`src/rtl/note_seq_classifier.sv`:
```
// Note-sequence classifier: matches LEN-note melodies against adjective/complement/adverb patterns.
// Optional idle timeout in COLLECT enabled by defining TP_TIMEOUT_EN.
module note_seq_classifier #(
  parameter int unsigned      LEN      = 5,
  parameter logic [3*LEN-1:0] PAT_ADJ  = 15'h58D1,
  parameter logic [3*LEN-1:0] PAT_COMP = 15'h14E5,
  parameter logic [3*LEN-1:0] PAT_ADV  = 15'h1759,
  parameter int unsigned      TIMEOUT  = 1000
) (
  input  logic       clk,
  input  logic       reset,
  input  logic       ok,
  input  logic       tom,
  input  logic [2:0] nota,
  output logic       fim,
  output logic [1:0] tipo,
  output logic [6:0] display
);

  localparam int unsigned IDX_W = $clog2(LEN + 1);

  typedef enum logic [1:0] {
    S_IDLE    = 2'd0,
    S_COLLECT = 2'd1,
    S_DONE    = 2'd2,
    S_ERROR   = 2'd3
  } state_t;

  state_t           r_state, w_state_nxt;
  logic             r_ok_q;
  logic             r_armed;
  logic [IDX_W-1:0] r_idx, w_idx_nxt;
  logic [2:0]       r_match, w_match_nxt;  // {adv, comp, adj}
  logic             r_tom, w_tom_nxt;
  logic             r_fim, w_fim_nxt;
  logic [1:0]       r_tipo, w_tipo_nxt;
  logic [6:0]       r_display, w_display_nxt;
  logic             w_take;
  logic [2:0]       w_note_adj, w_note_comp, w_note_adv;

`ifdef TP_TIMEOUT_EN
  localparam int unsigned CNT_W = $clog2(TIMEOUT + 1);
  logic [CNT_W-1:0] r_cnt, w_cnt_nxt;
`else
  logic w_unused_timeout;
  assign w_unused_timeout = ^TIMEOUT;
`endif

  function automatic logic [6:0] seg7(input logic [2:0] n);
    case (n)
      3'd1:    seg7 = 7'h39;
      3'd2:    seg7 = 7'h5E;
      3'd3:    seg7 = 7'h79;
      3'd4:    seg7 = 7'h71;
      3'd5:    seg7 = 7'h3D;
      3'd6:    seg7 = 7'h77;
      3'd7:    seg7 = 7'h7C;
      default: seg7 = 7'h00;
    endcase
  endfunction

  // r_armed blocks a take on the first edge after reset, so an ok already high is absorbed by r_ok_q
  assign w_take = ok & ~r_ok_q & r_armed;

  // Expected pattern notes at the current index
  always_comb begin
    w_note_adj  = PAT_ADJ[2:0];
    w_note_comp = PAT_COMP[2:0];
    w_note_adv  = PAT_ADV[2:0];
    for (int k = 1; k < int'(LEN); k++) begin
      if (r_idx == IDX_W'(k)) begin
        w_note_adj  = PAT_ADJ[3*k +: 3];
        w_note_comp = PAT_COMP[3*k +: 3];
        w_note_adv  = PAT_ADV[3*k +: 3];
      end
    end
  end

  always_comb begin
    w_state_nxt   = r_state;
    w_idx_nxt     = r_idx;
    w_match_nxt   = r_match;
    w_tom_nxt     = r_tom;
    w_display_nxt = r_display;
    w_fim_nxt     = 1'b0;
    w_tipo_nxt    = 2'b00;
`ifdef TP_TIMEOUT_EN
    w_cnt_nxt     = '0;
`endif

    if (w_take) begin
      w_display_nxt = seg7(nota);
      if (r_state != S_COLLECT) begin
        w_match_nxt = {nota == PAT_ADV[2:0], nota == PAT_COMP[2:0], nota == PAT_ADJ[2:0]};
        w_tom_nxt   = tom;
        w_idx_nxt   = IDX_W'(1);
        if (nota == 3'd0 || w_match_nxt == 3'b000) w_state_nxt = S_ERROR;
        else                                       w_state_nxt = S_COLLECT;
      end else begin
        w_match_nxt = r_match & {nota == w_note_adv, nota == w_note_comp, nota == w_note_adj};
        w_idx_nxt   = r_idx + IDX_W'(1);
        if (nota == 3'd0 || tom != r_tom || w_match_nxt == 3'b000) w_state_nxt = S_ERROR;
        else if (w_idx_nxt == IDX_W'(LEN))                        w_state_nxt = S_DONE;
      end
    end

`ifdef TP_TIMEOUT_EN
    // A take in the same cycle as expiry wins because the counter only runs without a take
    if (r_state == S_COLLECT && !w_take) begin
      w_cnt_nxt = r_cnt + CNT_W'(1);
      if (w_cnt_nxt == CNT_W'(TIMEOUT)) begin
        w_state_nxt = S_ERROR;
        w_cnt_nxt   = '0;
      end
    end
`endif

    w_fim_nxt = (w_state_nxt == S_DONE) || (w_state_nxt == S_ERROR);
    if (w_state_nxt == S_DONE) begin
      if      (w_match_nxt[0]) w_tipo_nxt = 2'b01;
      else if (w_match_nxt[1]) w_tipo_nxt = 2'b10;
      else                     w_tipo_nxt = 2'b11;
    end
  end

  always_ff @(posedge clk or negedge reset) begin
    if (!reset) begin
      r_state   <= S_IDLE;
      r_ok_q    <= 1'b0;
      r_armed   <= 1'b0;
      r_idx     <= '0;
      r_match   <= 3'b000;
      r_tom     <= 1'b0;
      r_fim     <= 1'b0;
      r_tipo    <= 2'b00;
      r_display <= 7'h00;
`ifdef TP_TIMEOUT_EN
      r_cnt     <= '0;
`endif
    end else begin
      r_state   <= w_state_nxt;
      r_ok_q    <= ok;
      r_armed   <= 1'b1;
      r_idx     <= w_idx_nxt;
      r_match   <= w_match_nxt;
      r_tom     <= w_tom_nxt;
      r_fim     <= w_fim_nxt;
      r_tipo    <= w_tipo_nxt;
      r_display <= w_display_nxt;
`ifdef TP_TIMEOUT_EN
      r_cnt     <= w_cnt_nxt;
`endif
    end
  end

  assign fim     = r_fim;
  assign tipo    = r_tipo;
  assign display = r_display;

endmodule
```
`config.mk`:
```
export PLATFORM = sky130hd
export DESIGN_NAME = note_seq_classifier
export DESIGN_NICKNAME = d
export VERILOG_FILES = /design/src/rtl/note_seq_classifier.sv
export SDC_FILE = /design/constraint.sdc
export NUM_CORES = 1
export LEC_CHECK = 0
export CAP_MARGIN = 25
export CORE_MARGIN = 4
export CORE_UTILIZATION = 48
export DETAILED_ROUTE_END_ITERATION = 10
export GPL_TIMING_DRIVEN = 0
export HOLD_SLACK_MARGIN = 0.06
export PLACE_DENSITY = 0.74
export SLEW_MARGIN = 20
export SYNTH_ARGS = -nofsm -noshare
export SYNTH_HDL_FRONTEND = slang
export SYNTH_SLANG_ARGS = --single-unit
```
`constraint.sdc`:
```
create_clock -name clk -period 2.5 [get_ports clk]
set_input_delay 0.5 -clock clk [delete_from_list [all_inputs] [get_ports clk]]
set_output_delay 0.5 -clock clk [all_outputs]
set_load 0.03 [all_outputs]
```
# Word-level counts from Yosys, hierarchy flattened

Cells that the tools add are included.

Add/sub/neg operators: 1
Equal/unequal tests: 19
Multiplexer cells: 24
Bitwise operators: 4
Reduce and logical (&&, ||, !) cells: 8

Operators by type and width:

| cell                                                             | count |
|---|---|
| 7-bit case mux with 7 select lines                               | 1 |
| 3-bit 2-to-1 mux                                                 | 10 |
| 2-bit 2-to-1 mux                                                 | 11 |
| 3-bit == test (second input constant)                            | 6 |
| 3-bit by 2-bit == test with 1-bit output (second input constant) | 4 |
| 3-bit == test                                                    | 3 |
| 3-bit zero test                                                  | 3 |
| 3-bit by 1-bit == test with 1-bit output (second input constant) | 2 |
| 2-bit == test (second input constant)                            | 2 |
| 1-bit logical OR                                                 | 4 |
| 3-bit by 1-bit adder with 3-bit output (second input constant)   | 1 |
| 3-bit bitwise AND                                                | 1 |
| 1-bit bitwise AND                                                | 2 |
| 1-bit 2-to-1 mux                                                 | 2 |
| 2-bit by 1-bit != test with 1-bit output (second input constant) | 1 |
| 2-bit AND reduction                                              | 1 |
| 1-bit != test                                                    | 1 |
| 1-bit inverter                                                   | 1 |

Register bits after elaboration: 21
Output and inout port bits: 10

# Logic depth before layout (Yosys ltp)

Gate-level depths: netlist (run 1).

Word-level depth: 14
Depth in mapped cells: 11
Mapped depth without buffers: 9

# Worst setup path before layout (run 1)

Ideal clock, no wire load.

Path type: reg2reg
Start: register r_idx[0]
End: register r_tipo[0] (netlist: tipo[0])
Setup time: 87 ps
Data arrival time: 2262 ps
Data required time: 2413 ps
Slack: 151 ps
Stages on the path, launching flop included: 10
Buffers on the path: 1
Period minus slack after synthesis: 2349 ps
Cells stage by stage: dfrtp_1 > ha_1 > ha_1 > clkbuf_1 > a21bo_2 > nand3_1 > a2111oi_4 > a311oi_1 > o32a_1 > a211oi_2

Word-level cells in the longest chain between the ends: 14
Elaborated cells on any way between the ends: 34

Ends and longest elaborated chain:

| item                                                        | line | text |
|---|---|---|
| from (decl)                                                 | 32   | `logic [IDX_W-1:0] r_idx, w_idx_nxt;` |
| from (signal assigned)                                      | 144  | `r_idx <= w_idx_nxt;` |
| 3-bit by 1-bit == test with 1-bit output                    | 71   | `if (r_idx == IDX_W'(k)) begin` |
| 2-bit 2-to-1 mux / 1-bit 2-to-1 mux (equally long branches) | 71   |  |
| 2-bit 2-to-1 mux / 3-bit 2-to-1 mux (equally long branches) | 71   |  |
| 3-bit 2-to-1 mux (2 in a row)                               | 71   |  |
| 3-bit == test                                               | 100  | `w_match_nxt = r_match & {nota == w_note_adv, nota == w_note_comp, nota == w_note_adj};` |
| 3-bit bitwise AND                                           | 100  |  |
| 3-bit zero test                                             | 102  | `if (nota == 3'd0 \|\| tom != r_tom \|\| w_match_nxt == 3'b000) w_state_nxt = S_ERROR;` |
| 1-bit logical OR                                            | 102  |  |
| 2-bit 2-to-1 mux (*)                                        | 102  |  |
| 2-bit 2-to-1 mux (*)                                        | 93   | `if (r_state != S_COLLECT) begin` |
| 2-bit 2-to-1 mux (*)                                        | 91   | `if (w_take) begin` |
| named net w_state_nxt[0]                                    | 29   | `state_t r_state, w_state_nxt;` |
| 2-bit == test (*)                                           | 119  | `if (w_state_nxt == S_DONE) begin` |
| 2-bit 2-to-1 mux (*)                                        | 119  |  |
| named net w_tipo_nxt[0]                                     | 36   | `logic [1:0] r_tipo, w_tipo_nxt;` |
| to (signal assigned)                                        | 148  | `r_tipo <= w_tipo_nxt;` |
| to (decl)                                                   | 36   |  |

The timed path passes the listed nets; every way through them passes the cells marked *.
A chain may end at the register's enable or synchronous reset.

# Final worst setup path (run 1)

Ends and elaborated chain as after synthesis.

==> flow_results.xml, run 1 <==
<?xml version="1.0" encoding="UTF-8"?>
<metrics>
  <group name="outcome">
    <metric name="outcome" unit="">complete, no violations</metric>
  </group>
  <group name="global_routing">
    <metric name="busiest_layer" unit="">met2</metric>
    <metric name="global_route_overflow" unit="">0</metric>
    <metric name="global_route.usage.total" unit="%">16.6</metric>
    <metric name="grt_use_met3" unit="%">2.85</metric>
    <metric name="grt_max_degree" unit="">22</metric>
    <metric name="grt_first_pass_wirelength" unit="mm">4.44</metric>
    <metric name="global_route.usage.met1" unit="%">21.0</metric>
    <metric name="antenna_found_initial" unit="">0</metric>
    <metric name="use_met2" unit="%">28.5</metric>
    <metric name="grt_pass1_vias" unit="">1026</metric>
  </group>
  <group name="critical_path">
    <metric name="end_kind" unit="">register</metric>
    <metric name="critPathSlowestCell" unit="">dfrtp_2</metric>
    <metric name="max_stage_delay" unit="ns">0.46</metric>
    <metric name="worstSetupStartpointType" unit="">register</metric>
    <metric name="cp_data_required_time" unit="ns">2.73</metric>
    <metric name="worstPathMaxFanout" unit="">10</metric>
    <metric name="timing.setup.critical_path_class" unit="">register to register</metric>
    <metric name="arrival_time_at_the_worst_endpoint" unit="ns">2.65</metric>
    <metric name="launching_point_of_the_worst_reg2reg_path" unit="">r_idx[0]</metric>
    <metric name="crit_start" unit="">r_idx[0]</metric>
    <metric name="cp_cell_sequence" unit="">ha_2, ha_4, a21bo_2, nand3_1, a2111oi_4, a311oi_2, o32a_1, a211oi_2</metric>
    <metric name="critPathBufInv" unit="">0</metric>
    <metric name="critical-path-top-delay-family" unit="">compound AO/OA/AOI/OAI gates</metric>
  </group>
  <group name="clock_tree">
    <metric name="cts_num_sinks" unit="">21</metric>
    <metric name="ctsRootBufferMaster" unit="">clkbuf_4</metric>
    <metric name="cts_hold_buffers" unit="">0</metric>
    <metric name="clkSlewWorstSetupHoldPaths" unit="ns">0.12</metric>
    <metric name="htree_num_levels" unit="">1</metric>
    <metric name="clock_path_buffers" unit="">2</metric>
    <metric name="tritoncts" unit="">yes</metric>
    <metric name="cts-buffers-inserted" unit="">3</metric>
    <metric name="clock_latency" unit="ns">0.30</metric>
  </group>
  <group name="timing">
    <metric name="timing.fmax" unit="MHz">413</metric>
    <metric name="final-max-slew-violation-count" unit="">0</metric>
    <metric name="final_period_minus_worst_setup_slack" unit="ns">2.42</metric>
    <metric name="final_setup_violation_count" unit="">0</metric>
    <metric name="timing.max_slew.rel_slack" unit="%">61.6</metric>
    <metric name="clock-skew-final" unit="ns">0.00431</metric>
    <metric name="fin_crit_sh" unit="%">96.9</metric>
    <metric name="tightestPinTransition" unit="ns">0.571</metric>
    <metric name="worst_hold_slack" unit="ns">0.499</metric>
    <metric name="hold_viol_final" unit="">0</metric>
    <metric name="finalWorstSetupSlack" unit="ns">0.0772</metric>
    <metric name="finalSetupTns" unit="ns">0</metric>
  </group>
  <group name="synth">
    <metric name="ys_ff_latch" unit="">21</metric>
    <metric name="synth_cell_types" unit="">44</metric>
    <metric name="synth_nets" unit="">144</metric>
    <metric name="yosysWarnings" unit="">0</metric>
    <metric name="ys.flop_type" unit="">dfrtp_1</metric>
    <metric name="number_of_flops_mapped_to_enable_cells_by_yosys" unit="">0</metric>
    <metric name="yosys-top-cells-area" unit="">dfrtp_1 43%, ha_1 6.1%, nand2_1 4.3%, o21ai_0 4.0%, a21oi_1 2.8%</metric>
    <metric name="post-synth-top-count-cell" unit="">dfrtp_1</metric>
    <metric name="synth.cell_area" unit="um2">1240</metric>
    <metric name="part_of_the_yosys_area_used_for_sequential_elements" unit="%">42.5</metric>
    <metric name="top_area_cell_type_share_of_the_netlist_area" unit="%">42.5</metric>
    <metric name="share_of_async_settable_or_async_resettable_flops_after_synthesis" unit="%">100</metric>
    <metric name="netlist_top_cells_count" unit="">21 x dfrtp_1, 14 x nand2_1, 10 x o21ai_0</metric>
    <metric name="synth_area_leader_cell" unit="">dfrtp_1</metric>
    <metric name="syn_avg_cell_area" unit="um2">9.44</metric>
    <metric name="syn-instance-count" unit="">131</metric>
  </group>
  <group name="place">
    <metric name="placedCellCount" unit="">175</metric>
    <metric name="place.port_buffers" unit="">14</metric>
    <metric name="hpwl_detailed" unit="mm">1.95</metric>
    <metric name="gp_congestion" unit="">0.781</metric>
    <metric name="placement.cell_area" unit="um2">1410</metric>
    <metric name="preCtsSetupSlack" unit="ns">-0.264</metric>
  </group>
  <group name="drt">
    <metric name="totalWireLength" unit="mm">2.66</metric>
    <metric name="wl_per_cell" unit="um">14.8</metric>
    <metric name="first_pass_iters" unit="">4</metric>
    <metric name="post_route_ant_nets" unit="">0</metric>
    <metric name="via_count_of_the_routed_design" unit="">1002</metric>
    <metric name="routed_via_count_divided_by_cell_count" unit="">5.57</metric>
    <metric name="drc" unit="">0</metric>
    <metric name="first_iter_violations" unit="">31</metric>
  </group>
  <group name="pwr">
    <metric name="power_density" unit="nW/um2">852</metric>
    <metric name="leakage_power_total" unit="nW">0.614</metric>
    <metric name="worst_ir_drop_vdd" unit="mV">0.451</metric>
  </group>
  <group name="layout">
    <metric name="layoutNonFillerInstCount" unit="">180</metric>
    <metric name="fin_nets" unit="">164</metric>
    <metric name="insertedDiodeCount" unit="">0</metric>
    <metric name="multi_input_comb_area" unit="um2">668</metric>
    <metric name="drive_gt1_share" unit="%">15.3</metric>
    <metric name="post_layout_inst_area" unit="um2">1490</metric>
    <metric name="area_growth_syn_to_layout" unit="%">20.4</metric>
    <metric name="area.sequential" unit="um2">527</metric>
    <metric name="fillCellCount" unit="">216</metric>
  </group>
  <group name="floorplanning">
    <metric name="die_area" unit="um2">3450</metric>
    <metric name="initial_core_util" unit="%">49.9</metric>
    <metric name="core_region_area" unit="um2">2480</metric>
    <metric name="chipHeight" unit="um">58.8</metric>
    <metric name="std_cell_rows" unit="">18</metric>
    <metric name="ios" unit="">17</metric>
    <metric name="fp.dieW" unit="um">58.8</metric>
  </group>
  <group name="flow_run">
    <metric name="maxCapViolations" unit="">0</metric>
  </group>
  <group name="min_path">
    <metric name="hold_class" unit="">primary input to asynchronous set/reset pin</metric>
  </group>
</metrics>
==> where the power goes <==
| part | internal (W) | switching, W | total, W |
|---|---|---|---|
| combinational | 0.000281 | 0.000368 | 0.000649 |
| sequential | 0.000406 | 0.0000499 | 0.000456 |
| clock | 0.0000597 | 0.000104 | 0.000163 |
| total | 0.000747 | 0.000522 | 0.00127 |
==> metal layers <==
metal	share of wire, %	vias to the layer above	wire (um)
li1	-	498	-
met1	45	483	1200
met2	50	16	1330
met3	3.4	5	90
met4	1.3	0	34
met5	0	-	0
==> area by class of cell <==
| type | count | area share, % |
|---|---|---|
| Timing Repair Buffer | 16 | 10.9 |
| Inverter | 7 | 1.76 |
| Clock buffer | 3 | 1.51 |
| Tap cell | 30 | 2.52 |
| Multi-Input combinational cell | 94 | 44.9 |
| Clock inverter | 1 | 0.336 |
| Sequential cell | 21 | 35.4 |
| Buffer | 8 | 2.69 |
==> timing repair <==
item	CTS	global route
setup endpoints to repair	3	2
setup buffers	0	1
pin swaps	0	3
hold endpoints to repair	0	0
resized for setup	2	6
==> logic make-up after synthesis <==
family	count (synthesis)	synth area share, %
mux	4	3.74
compound gates	34	20.1
fa+ha+maj	6	6.07
xor+xnor	2	1.42
flops	21	42.5
buf+inv	16	5.57
simple gates	47	20.2
other cells	1	0.303
==> sequential cells by signal, summed over array words and instances, names as in the netlist <==
name	cells
fim	1
display	7
r_ok_q	1
r_armed	1
r_idx	3
r_tom	1
tipo	2
r_state	2
r_match	3
==> cells in the final DEF, fill, tap and decap left out, drive strengths merged, types with 2 or more instances in the layout <==
cell / netlist / final
nor4: 3 / 3
nand2: 14 / 14
o22ai: 3 / 3
mux2i: 2 / 2
nor3b: 2 / 2
nand3: 3 / 3
inv: 7 / 7
o21ai: 10 / 10
mux2: 2 / 2
clkbuf: 7 / 9
o31ai: 2 / 2
nor2: 8 / 8
a21oi: 7 / 7
dfrtp: 21 / 21
nor3: 4 / 4
nand2b: 4 / 4
a211oi: 3 / 3
buf: 2 / 4
ha: 6 / 6
clkdlybuf4s50: 0 / 14
o211ai: 2 / 2
==> per-stage QoR <==
step | power, W | util [%]
3_5_place_dp | 0.00106 | 57.1
5_1_grt | 0.00137 | 60.1
4_1_cts | 0.00123 | 58.4
2_1_floorplan | 0.000903 | -
3_3_place_gp | 0.00103 | 57.1
6_report | 0.00127 | 60.1
==> final timing paths <==
path	endpoint	slack, ns	depth (start not counted)
max in group asynchronous	r_idx[0]	1.54	2
hold reg to reg	display[0]	0.50	2
min in group clk	display[0]	0.50	2
hold / removal	display[6]	0.50	1
setup / recovery	tipo[0]	0.08	8
setup reg to reg	tipo[0]	0.08	8
Note: power is estimated with default switching activity, not from simulation.
==> inputs of run 2 (changes only) <==
- ABC_CLOCK_PERIOD_IN_PS: not set -> 2500
- CTS_CLUSTER_DIAMETER: not set -> 80
==> results of run 2 <==
The final DEF is identical to that of run 1; final timing and power are the same.
==> RTL change 1 (config.mk and constraints of run 1) <==
Build with the macro `TP_TIMEOUT_EN` defined.
--- a/src/rtl/note_seq_classifier.sv
+++ b/src/rtl/note_seq_classifier.sv
@@ -1,4 +1,6 @@
 // Note-sequence classifier: matches LEN-note melodies against adjective/complement/adverb patterns.
 // Optional idle timeout in COLLECT enabled by defining TP_TIMEOUT_EN.
+`define TP_TIMEOUT_EN
+
 module note_seq_classifier #(
   parameter int unsigned      LEN      = 5,
Check against the original RTL: same outputs for any inputs over 10 cycles, from zero or initial values and one cycle with reset low; that may be too few to reach the edited logic, so the function may still have changed.
==> RTL change 1 against run 1 <==
Synthesized area is 39% higher; routed wire length increased by 25%; worst hold slack worse by 0.29 ns; final area rose by 33%; total power is 14% higher; worst setup slack improved by 0.096 ns; global-route usage rose by 0.62 points; sequential cell count increased by 10; die area up 33%; critical endpoint is now tipo[1]; largest cell class unchanged.
==> RTL change 1: results (changes against run 1) <==
metric,value,unit,change
num_rows,21,,+3
clock_skew,0.00587,ns,+0.00157 ns
vias_per_cell,5.44,,-2.3%
grt_max_degree,32,,+45%
fillers,309,,+43%
grt_pass1_vias,1330,,+30%
netlist_top_cells_area,"dfrtp_1 (45%), ha_1 (5.8%), xnor2_1 (5.1%)",,
port_buffers,15,,+1
syn-num-nets,193,,+34%
cts_made_buffers,5,,+2
grt_pass1_wl,5850,um,+32%
cts.reportedPaths.clkPinSlew,0.09,ns,-0.03 ns
clock_latency,0.32,ns,+0.02 ns
grt_usage,0.173,,+0.00619
synth_cells,178,,+36%
tightest_slew,0.691,ns,+0.120 ns
path_delay_family,simple AND/OR/NAND/NOR gates,,
hpwl,2480,um,+27%
leakage,0.000850,uW,+39%
cts.htree.levels,2,,+1
ff2ff_setup_slack,0.17,ns,+0.10 ns
gp_congestion,0.810,,+3.6%
regToRegEndpoint,tipo[1],,
cts.repair.resized,0,,-2
status,finished clean,,
gr-usage-met3,0.0449,,+0.0164
RTL change 1: cell count changes in the layout (fill, tap and decap cells not counted), moves of 4 or more:
cell     before  now
nor2_1        8   21
nand2_1      14   18
dfrtp_1      20   31
xor2_1        1    5
ha_1          4    8
xnor2_1       1   10
nand3_1       3    8
RTL change 1: kinds of logic (layout without fill, tap and decap cells):
family	Yosys count	count (layout)	share of synthesized area
AND/OR/NAND/NOR	72	72	0.226
adder cells (fa/ha/maj)	8	8	0.0583
AO/OA/AOI/OAI	33	33	0.135
other	1	1	0.00218
flip-flops	31	31	0.452
multiplexers	1	1	0.00583
XOR/XNOR	15	15	0.0765
buffers and inverters	17	40	0.0445
RTL change 1: worst max path at each step:
stage,from,endpoint
after floorplan,r_idx[0],tipo[1]
final,r_idx[0],tipo[1]
after detailed placement,nota[1],tipo[1]
after global routing,r_idx[0],tipo[1]
after CTS,r_idx[0],tipo[1]
after global placement,nota[1],tipo[1]
RTL change 1: cell type report:
class	instances	area share
plain buffers	7	0.0196
clock buffers	7	0.0228
clock inverters	1	0.00253
inverters	10	0.0190
multi-input cells	130	0.440
flip-flops and latches	31	0.393
well taps	46	0.0292
repair buffers	15	0.0735
RTL change 1: routing by layer:
layer / wire length [um] / part of all wire
met1: 1560 / 0.47
met2: 1550 / 0.46
met3: 163 / 0.049
met4: 57 / 0.017
met5: 0 / 0
RTL change 1: report_power, final:
| part | internal, uW | total (uW) | switching (uW) | leakage [uW] |
|---|---|---|---|---|
| clock | 109 | 268 | 159 | 0.0000293 |
| sequential | 573 | 630 | 56.8 | 0.000392 |
| combinational | 231 | 554 | 322 | 0.000429 |
| total | 914 | 1450 | 538 | 0.000850 |
RTL change 1: metrics by stage:
step	instance area [um2]	hold WS, ns
global route	1970	0.245
finish	1970	0.211
detailed placement	1920	0.476
CTS	1970	0.215
global placement	1920	0.461
floorplan	1720	0.204
==> RTL change 2 (settings of run 1) <==
Made on the original files. Register the output `display` once more, cleared by the reset; this adds one clock of latency there. The other outputs are not delayed to match.
--- a/src/rtl/note_seq_classifier.sv
+++ b/src/rtl/note_seq_classifier.sv
@@ -156,5 +156,11 @@
   assign fim     = r_fim;
   assign tipo    = r_tipo;
-  assign display = r_display;
+  always_ff @(posedge clk or negedge reset) begin
+    if (!reset) begin
+      display <= '0;
+    end else begin
+      display <= r_display;
+    end
+  end
 
 endmodule
Function: changed (Yosys sat finds a counterexample within 4 cycles, from zero or initial values and one cycle with reset low).
==> RTL change 2 against run 1 <==
Die area up 8.3%; synthesized area is 9.6% higher; via count rose by 2.9%; sequential cell count up 7; non-clock buffer count fell by 3; final area increased by 6.2%; clock power increased by 80%; routed wire length shrank 6.6%; worst setup slack improved by 0.088 ns; utilization shrank 2.3 points; total power rose by 19%; largest cell class is now sequential cells; highest routed layer unchanged.
==> RTL change 2: results (changes against run 1) <==
metric,value,unit,change
slowest_stage,or4_1,,
hpwl,1850,um,-5.2%
arrival,2.55,ns,-0.10 ns
port_buffers,14,,unchanged
wl_per_cell,13.4,um,-9.1%
top_regs,"display x7, r_display x7",,
yosys_warnings,0,,unchanged
path_delay_family,simple AND/OR/NAND/NOR gates,,
cts.htree.levels,1,,unchanged
synthArstFlopShare,1.00,,unchanged
drtPass1Iterations,4,,unchanged
p_sw_frac,0.353,,-0.0586
grt_max_degree,29,,+32%
syn-num-nets,149,,+3.5%
vias_per_cell,5.57,,+0.11%
grt_pass1_vias,966,,-5.8%
slowest_delay,0.53,ns,+0.07 ns
clock_skew,0.0131,ns,+0.00877 ns
cts.reportedPaths.clkPinSlew,0.15,ns,+0.03 ns
synth_cell_types,38,,-14%
cts_made_buffers,3,,unchanged
synth_top_cells_by_count,"dfrtp_1 (28), nand2_1 (13), nor2_1 (13), o21ai_0 (10), a21oi_1 (7)",,
hold_path.class,in2async,,
drive_gt1_frac,0.0844,,-0.0689
synth_compound_area_frac,0.145,,-0.0564
status,finished clean,,
synth-xor-area-share,0.0323,,+0.0181
drtIter0Drc,37,,+19%
max_slew_margin,0.599,,-0.0167
fin_nets,168,,+2.4%
finalHoldViolCount,0,,unchanged
antenna_found_initial,0,,unchanged
ir_worst_vdd,573,uV,+27%
clock_latency,0.33,ns,+0.03 ns
synth.mux.area_fraction,0.0148,,-0.0227
n_antenna_cell,0,,unchanged
ys.flop_type,dfrtp_1,,
crit_fanout,7,,-3
leakage,0.000703,uW,+15%
gp_congestion,0.803,,+2.8%
synth-seq-area-share,0.517,,+0.0920
ctsLongestPathBuffers,2,,unchanged
grt_usage,0.150,,-0.0169
grt_pass1_wl,4200,um,-5.4%
netlist_top_cells_area,"dfrtp_1 (52%), ha_1 (5.5%), o21ai_0 (3.7%)",,
synthAdderAreaFrac,0.0554,,-0.00533
ctsRootBufferMaster,clkbuf_4,,
RTL change 2: cell types whose count changed after synthesis, sizes merged, moves of 2 or more:
cell / before / now
xnor2: 1 / 4
and4: 0 / 2
clkbuf: 7 / 5
nor4: 3 / 1
mux2: 2 / 0
dfrtp: 21 / 28
a31oi: 0 / 4
o22ai: 3 / 0
a211oi: 3 / 1
nor2: 8 / 13
RTL change 2: routing by layer:
layer,share of wire,global-route usage
met1,0.45,0.191
met2,0.47,0.248
met3,0.060,0.0314
met4,0.017,0.0557
met5,0,0
RTL change 2: layout make-up:
class                      count  area [um2]
multi-input combinational     95         597
fill                         222        1150
clock buffer                   3        22.5
sequential                    28         701
buffer                         7        35.0
timing repair buffer          14         135
tap                           31        38.8
clock inverter                 1        30.0
inverter                       6        22.5
RTL change 2: power by group through the flow:
stage	Combinational, uW	Sequential, uW	Clock, uW
final	615	598	294
after global routing	681	612	317
after floorplan	402	652	0
after CTS	614	599	304
after global placement	594	601	0
after detailed placement	610	609	0
RTL change 2: cell families after synthesis:
logic type / count (synthesis)
AO/OA/AOI/OAI: 31
adder cells (fa/ha/maj): 6
XOR/XNOR: 5
AND/OR/NAND/NOR: 50
multiplexers: 2
flip-flops: 28
other: 1
buffers and inverters: 13
RTL change 2: timing repair:
item / 4_1_cts / 5_1_grt
gates resized for setup: 0 / 1
endpoints found under the setup margin: 0 / 1
setup buffers: 0 / 0
RTL change 2: worst paths after layout:
kind	startpoint	end	slack, ns	cells past startpoint
min in group clk	r_display[6]	display[6]	0.39	0
worst min register to register	r_display[6]	display[6]	0.39	0
worst min-delay path	reset	r_display[0]	0.15	1
max in group asynchronous	reset	r_idx[2]	1.95	1
worst max register to register	r_idx[0]	tipo[0]	0.16	7
worst max-delay path	r_idx[0]	tipo[0]	0.16	7
RTL change 2: stage by stage:
step / cell area [um2] / hold WS (ns) / worst slack [ns] / total power (uW) / std cells
6_report: 1580 / 0.148 / 0.165 / 1510 / 185
5_1_grt: 1580 / 0.197 / 0.0256 / 1610 / 185
3_5_place_dp: 1530 / 0.366 / -0.00628 / 1220 / 181
2_1_floorplan: 1360 / 0.204 / 0.363 / 1050 / 136
4_1_cts: 1580 / 0.175 / 0.169 / 1520 / 185
3_3_place_gp: 1530 / 0.360 / -0.00493 / 1200 / 181
